==> src/rtl/rv_pkg.sv <==
// -----------------------------------------------------------------------------
// rv_pkg -- shared definitions for the instruction fetch stage.
//   fetch_state_e    : fetch FSM states (REQ, RESP, DROP)
//   RESET_PC_DEFAULT : default fetch address after reset
// -----------------------------------------------------------------------------
package rv_pkg;

  // REQ  : may issue a request at pc
  // RESP : waiting for the response of a live request
  // DROP : waiting for the response of a request made stale by a redirect
  typedef enum logic [1:0] {
    REQ  = 2'd0,
    RESP = 2'd1,
    DROP = 2'd2
  } fetch_state_e;

  localparam logic [31:0] RESET_PC_DEFAULT = 32'h0000_0000;

endpackage : rv_pkg

==> src/rtl/adder.sv <==
// -----------------------------------------------------------------------------
// adder -- plain combinational adder, sum wraps modulo 2^WIDTH.
//   a_i, b_i : operands
//   cin_i    : carry in
//   sum_o    : a_i + b_i + cin_i (truncated to WIDTH bits)
// -----------------------------------------------------------------------------
module adder #(
  parameter int WIDTH = 32
) (
  input  logic [WIDTH-1:0] a_i,
  input  logic [WIDTH-1:0] b_i,
  input  logic             cin_i,
  output logic [WIDTH-1:0] sum_o
);

  assign sum_o = a_i + b_i + {{(WIDTH-1){1'b0}}, cin_i};

endmodule : adder

==> src/rtl/if_fetch.sv <==
// -----------------------------------------------------------------------------
// if_fetch -- instruction fetch stage with a single-entry fetch buffer and at
// most one outstanding instruction-memory request.
//
// Ports:
//   clk, rst            : clock, synchronous active-high reset
//   taken_i, target_i   : redirect from EX (branch taken / jal / jalr)
//   stall_i             : decode stall, holds the fetch buffer
//   imem_req_o/addr_o   : instruction memory request and address
//   imem_gnt_i          : request accepted this cycle
//   imem_rvalid_i/rdata_i : response valid and instruction
//   if_valid_o/pc_o/instr_o : fetch buffer contents
//   flush_o             : kill IF/ID and ID/EX (same cycle as taken_i)
//   misalign_o          : only with IF_MISALIGN_CHK_EN; one-cycle registered
//                         pulse after a redirect to a non word-aligned target
//
// Build option: define IF_MISALIGN_CHK_EN to enable the misalignment check;
// redirect targets then have bits [1:0] cleared.
// -----------------------------------------------------------------------------
module if_fetch
  import rv_pkg::*;
#(
  parameter int                    DATA_WITDH = 32,
  parameter logic [DATA_WITDH-1:0] RESET_PC   = RESET_PC_DEFAULT
) (
  input  logic                  clk,
  input  logic                  rst,
  input  logic                  taken_i,
  input  logic [DATA_WITDH-1:0] target_i,
  input  logic                  stall_i,
  output logic                  imem_req_o,
  output logic [DATA_WITDH-1:0] imem_addr_o,
  input  logic                  imem_gnt_i,
  input  logic                  imem_rvalid_i,
  input  logic [DATA_WITDH-1:0] imem_rdata_i,
  output logic                  if_valid_o,
  output logic [DATA_WITDH-1:0] if_pc_o,
  output logic [DATA_WITDH-1:0] if_instr_o,
`ifdef IF_MISALIGN_CHK_EN
  output logic                  misalign_o,
`endif
  output logic                  flush_o
);

  fetch_state_e          state_q;
  logic [DATA_WITDH-1:0] pc_q;
  logic [DATA_WITDH-1:0] req_pc_q;
  logic                  valid_q;
  logic [DATA_WITDH-1:0] buf_pc_q;
  logic [DATA_WITDH-1:0] buf_instr_q;

  logic [DATA_WITDH-1:0] pc_plus4;
  logic [DATA_WITDH-1:0] target_eff;
  logic                  fetch_fire;

  adder #(.WIDTH(DATA_WITDH)) u_pc_inc (
    .a_i   (pc_q),
    .b_i   (DATA_WITDH'(4)),
    .cin_i (1'b0),
    .sum_o (pc_plus4)
  );

`ifdef IF_MISALIGN_CHK_EN
  logic misalign_q;

  assign target_eff = {target_i[DATA_WITDH-1:2], 2'b00};

  always_ff @(posedge clk) begin
    if (rst) misalign_q <= 1'b0;
    else     misalign_q <= taken_i && (target_i[1:0] != 2'b00);
  end

  assign misalign_o = misalign_q;
`else
  assign target_eff = target_i;
`endif

  // A full buffer that decode is stalling on blocks new requests; a buffer
  // being consumed this cycle may be refilled by the request issued now.
  assign imem_req_o  = (state_q == REQ) && !(valid_q && stall_i);
  assign imem_addr_o = pc_q;
  assign fetch_fire  = imem_req_o && imem_gnt_i;
  assign flush_o     = taken_i;

  always_ff @(posedge clk) begin
    if (rst) begin
      state_q     <= REQ;
      pc_q        <= RESET_PC;
      req_pc_q    <= '0;
      valid_q     <= 1'b0;
      buf_pc_q    <= '0;
      buf_instr_q <= '0;
    end else begin
      // NOTE: non-blocking assignments; later assignments in this block
      // override earlier ones, which is how the redirect gets priority below.
      if (valid_q && !stall_i) valid_q <= 1'b0;

      case (state_q)
        REQ: begin
          if (fetch_fire) begin
            req_pc_q <= pc_q;
            pc_q     <= pc_plus4;
            // A redirect in the grant cycle leaves an old-PC request in flight.
            state_q  <= taken_i ? DROP : RESP;
          end
        end
        RESP: begin
          if (imem_rvalid_i) begin
            state_q <= REQ;
            if (!taken_i) begin
              buf_pc_q    <= req_pc_q;
              buf_instr_q <= imem_rdata_i;
              valid_q     <= 1'b1;
            end
          end else if (taken_i) begin
            state_q <= DROP;
          end
        end
        DROP: begin
          // Stale response is discarded; the buffer is left untouched.
          if (imem_rvalid_i) state_q <= REQ;
        end
        default: state_q <= REQ;
      endcase

      if (taken_i) begin
        pc_q    <= target_eff;
        valid_q <= 1'b0;
      end
    end
  end

  assign if_valid_o = valid_q;
  assign if_pc_o    = buf_pc_q;
  assign if_instr_o = buf_instr_q;

endmodule : if_fetch

==> config.mk <==
export PLATFORM = sky130hd
export DESIGN_NAME = if_fetch
export DESIGN_NICKNAME = d
export VERILOG_FILES = /design/src/rtl/rv_pkg.sv /design/src/rtl/adder.sv /design/src/rtl/if_fetch.sv
export SDC_FILE = /design/constraint.sdc
export NUM_CORES = 1
export LEC_CHECK = 0
export CAP_MARGIN = 20
export CORE_ASPECT_RATIO = 1.2
export CORE_MARGIN = 2
export CORE_UTILIZATION = 25
export DETAILED_ROUTE_END_ITERATION = 16
export GPL_TIMING_DRIVEN = 0
export MAX_ROUTING_LAYER = met4
export SLEW_MARGIN = 20
export SYNTH_ARGS = -nofsm -noshare
export SYNTH_HDL_FRONTEND = slang
export SYNTH_SLANG_ARGS = --single-unit
==> constraint.sdc <==
create_clock -name clk -period 2.6 [get_ports clk]
set_clock_uncertainty 0.1 [all_clocks]
set_input_delay 0.52 -clock clk [delete_from_list [all_inputs] [get_ports clk]]
set_output_delay 0.52 -clock clk [all_outputs]
set_load 0.03 [all_outputs]
==> impl_metrics.py <==
metrics = {
    "synthesis": {
        "syn-num-nets": 757,
        "yosys_warnings": 0,
        "netlist_area_um2": 5360,
        "ys_seq_area_share_pct": 48.9,
        "synth_enable_flop_cells": 0,
        "synthMuxAreaShare_pct": 0.374,
        "synth.ff_latch_count": 131,
        "ys.flop_type": "dfxtp_1",
        "synth_xor_area_share_pct": 0.981,
        "avgSynthCellArea_um2": 7.81,
        "async_flop_share_pct": 0,
        "synth_fa_ha_area_share_pct": 0.234,
        "yosysUniqueCellTypes": 49,
        "synth_top_family_by_area": "simple AND/OR/NAND/NOR gates",
        "synth_compound_area_share_pct": 17.9,
        "syn_inst": 686,
        "synth_simple_gate_area_share_pct": 26.8,
    },
    "timing": {
        "relSlewSlack_pct": 56.9,
        "hold_viol": 0,
        "rsz0062_at_grt": "false",
        "fin_crit_ns": 2.53,
        "drv_slew": 0,
        "setup_viol_count_final": 0,
        "tns_ns": 0,
        "max_freq_mhz": 395,
        "fin_crit_sh_pct": 97.4,
        "worst_pin_slew_ns": 0.642,
    },
    "finish": {
        "syn_to_final_growth_pct": 48.4,
        "final_common_cell": "nand2_1",
        "layout-drive-gt1-share_pct": 4.31,
        "final_util_pct": 37.9,
        "n_antenna_cell": 0,
        "n_fill_cell": 2229,
        "fin_nets": 941,
        "final_cell_mix": "208 x nand2_1, 164 x clkdlybuf4s50_1, 131 x dfxtp_1, 99 x a21oi_1, 51 x clkbuf_1",
    },
    "placed_design": {
        "port_buffers": 165,
        "dp_hpwl_um": 13700,
        "place.gp.congestion": 0.880,
    },
    "clock_tree": {
        "post_cts_buffers": 0,
        "worst_skew_pair.late_latency_ns": 0.42,
        "h-tree-depth": 4,
        "clk_path_buf_depth": 2,
        "numCtsBuffers": 17,
        "cts-root-buf": "clkbuf_16",
        "cts.sinks": 131,
        "cts_tree": "done",
        "ctsHoldBuffers": 0,
        "clkTransAtPathRegs_ns": 0.05,
    },
    "power": {
        "power_density_nw_per_um2": 650,
        "vdd_drop_max_mv": 0.436,
        "power.leakage_nw": 2.58,
    },
    "die": {
        "die_area_um2": 22600,
        "die_x_um": 138,
        "boundaryPins": 169,
        "chipHeight_um": 164,
        "start_util_pct": 25.5,
        "placementRows": 58,
        "core-area_um2": 21000,
    },
    "setup_path": {
        "worst-r2r-cell-count": 6,
        "cp-end-kind": "output port",
        "start_kind": "primary input",
        "critPathRequiredTime_ns": 1.98,
        "cp_top_family": "buffers and inverters",
        "worstPathArrival_ns": 1.91,
        "critical_path_depth": 4,
        "critPathBufInv": 3,
        "crit_chain": "clkdlybuf4s50_1 > a211o_1 > clkinv_1 > dlygate4sd2_1",
        "crit_type": "primary input to output port",
        "cpPeakStageDelay_ns": 0.48,
        "path_max_fanout": 8,
        "r2r_start": "imem_addr_o[9]",
        "crit_path_start": "stall_i",
        "critPathSlowestCell": "clkdlybuf4s50_1",
    },
    "global_route": {
        "grt_pass1_vias": 5153,
        "grt_max_degree": 17,
        "grt_pass1_wl_um": 28400,
        "grtUsageMet3_pct": 3.80,
        "grt_use_met1_pct": 20.7,
        "overflow": 0,
        "grtUsageMet2_pct": 27.2,
        "grt_usage_pct": 17.0,
        "grt_antenna_before_repair": 0,
        "gr-max-usage-layer": "met2",
    },
    "hold_path": {
        "hp-start": "req_pc_q[21]",
        "whs_path_depth": 2,
        "min_path_type": "flop to flop",
    },
    "detailed_routing": {
        "drtAntennaViolNets": 0,
        "drt_first_pass_iters": 4,
        "drc": 0,
        "wirelength_um": 18400,
        "dr.first_iter.drc_count": 376,
        "wl_per_cell_um": 15.9,
        "vias": 5421,
        "vias_per_cell": 4.71,
    },
    "status": {
        "outcome": "finished, final reports clean",
    },
    "job": {
        "cap_violations": 0,
    },
}
cells by family (layout without fill, tap and decap cells):
kind of cell,after synthesis,after routing
mux,2,2
compound gates,162,162
simple gates,321,321
buf+inv,63,259
fa+ha+maj,1,1
xor+xnor,6,6
flops,131,131
routing by layer:
metal  wire length, um  up-vias
li1                  -     2750
met1              8080     2445
met2              8670      198
met3              1200       28
met4               404        0
met5                 0        -
repair_timing:
item	in CTS	in global routing
resized for setup	2	1
hold endpoints to repair	0	0
setup endpoints to repair	11	6
pin swaps	0	0
cloned	0	0
Yosys cell counts, types with 6 or more instances:
library cell	number	area, um^2
a211oi_1	7	52.6
inv_1	7	26.3
nor4_1	8	50.1
a311oi_1	9	78.8
a31oi_1	7	43.8
dfxtp_1	131	2620
nand3_1	12	60.1
nand4_1	12	75.1
o21ai_0	13	65.1
or4_1	13	97.6
a21oi_1	99	495
nand2_1	208	781
o211ai_1	9	67.6
or3_1	10	62.6
nor2_1	29	109
clkbuf_1	50	188
and2_1	6	37.5
state kept, by name, indices dropped and copies added, names as in the netlist:
name         flops
req_pc_q        32
if_instr_o      32
if_pc_o         32
state_q          2
imem_addr_o     32
if_valid_o       1
through the flow:
stage | std cells | hold slack (ns) | area (um^2) | power, W | worst slack (ns)
after floorplan | 686 | 0.332 | 5360 | 0.00246 | 0.324
after global placement | 1121 | 0.341 | 7350 | 0.00275 | -0.435
final | 1152 | 0.352 | 7950 | 0.00517 | 0.0686
after global routing | 1152 | 0.370 | 7950 | 0.00538 | 0.00222
after detailed placement | 1121 | 0.345 | 7350 | 0.00276 | -0.459
after CTS | 1152 | 0.355 | 7950 | 0.00522 | 0.0805
final cells by class:
cell class,instances,area (um^2),area share (%)
Timing Repair Buffer,165,1650,20.8
Clock inverter,9,129,1.62
Multi-Input combinational cell,492,2490,31.3
Sequential cell,131,2620,33.0
Inverter,8,30.0,0.378
Clock buffer,22,474,5.96
Tap cell,270,338,4.25
Buffer,55,223,2.80
worst register-to-register path: stages, from the launching register on:
cell and delay, ns:
dfxtp_1 0.53, nand4_1 0.29, or4_4 0.53, buf_2 0.21, buf_6 0.16, o311ai_0 0.33, o211ai_1 0.14
final timing paths:
path,end,slack [ns]
min reg2reg,if_pc_o[21],0.35
min,if_pc_o[21],0.35
max reg2reg,imem_addr_o[28],0.16
max,imem_req_o,0.07
power by group:
group / internal [W] / switching (W) / leakage, nW
combinational: 0.000241 / 0.000316 / 1.22
clock: 0.00157 / 0.000879 / 0.292
sequential: 0.00207 / 0.0000827 / 1.07
No activity file was read; power rests on OpenSTA's default activity.
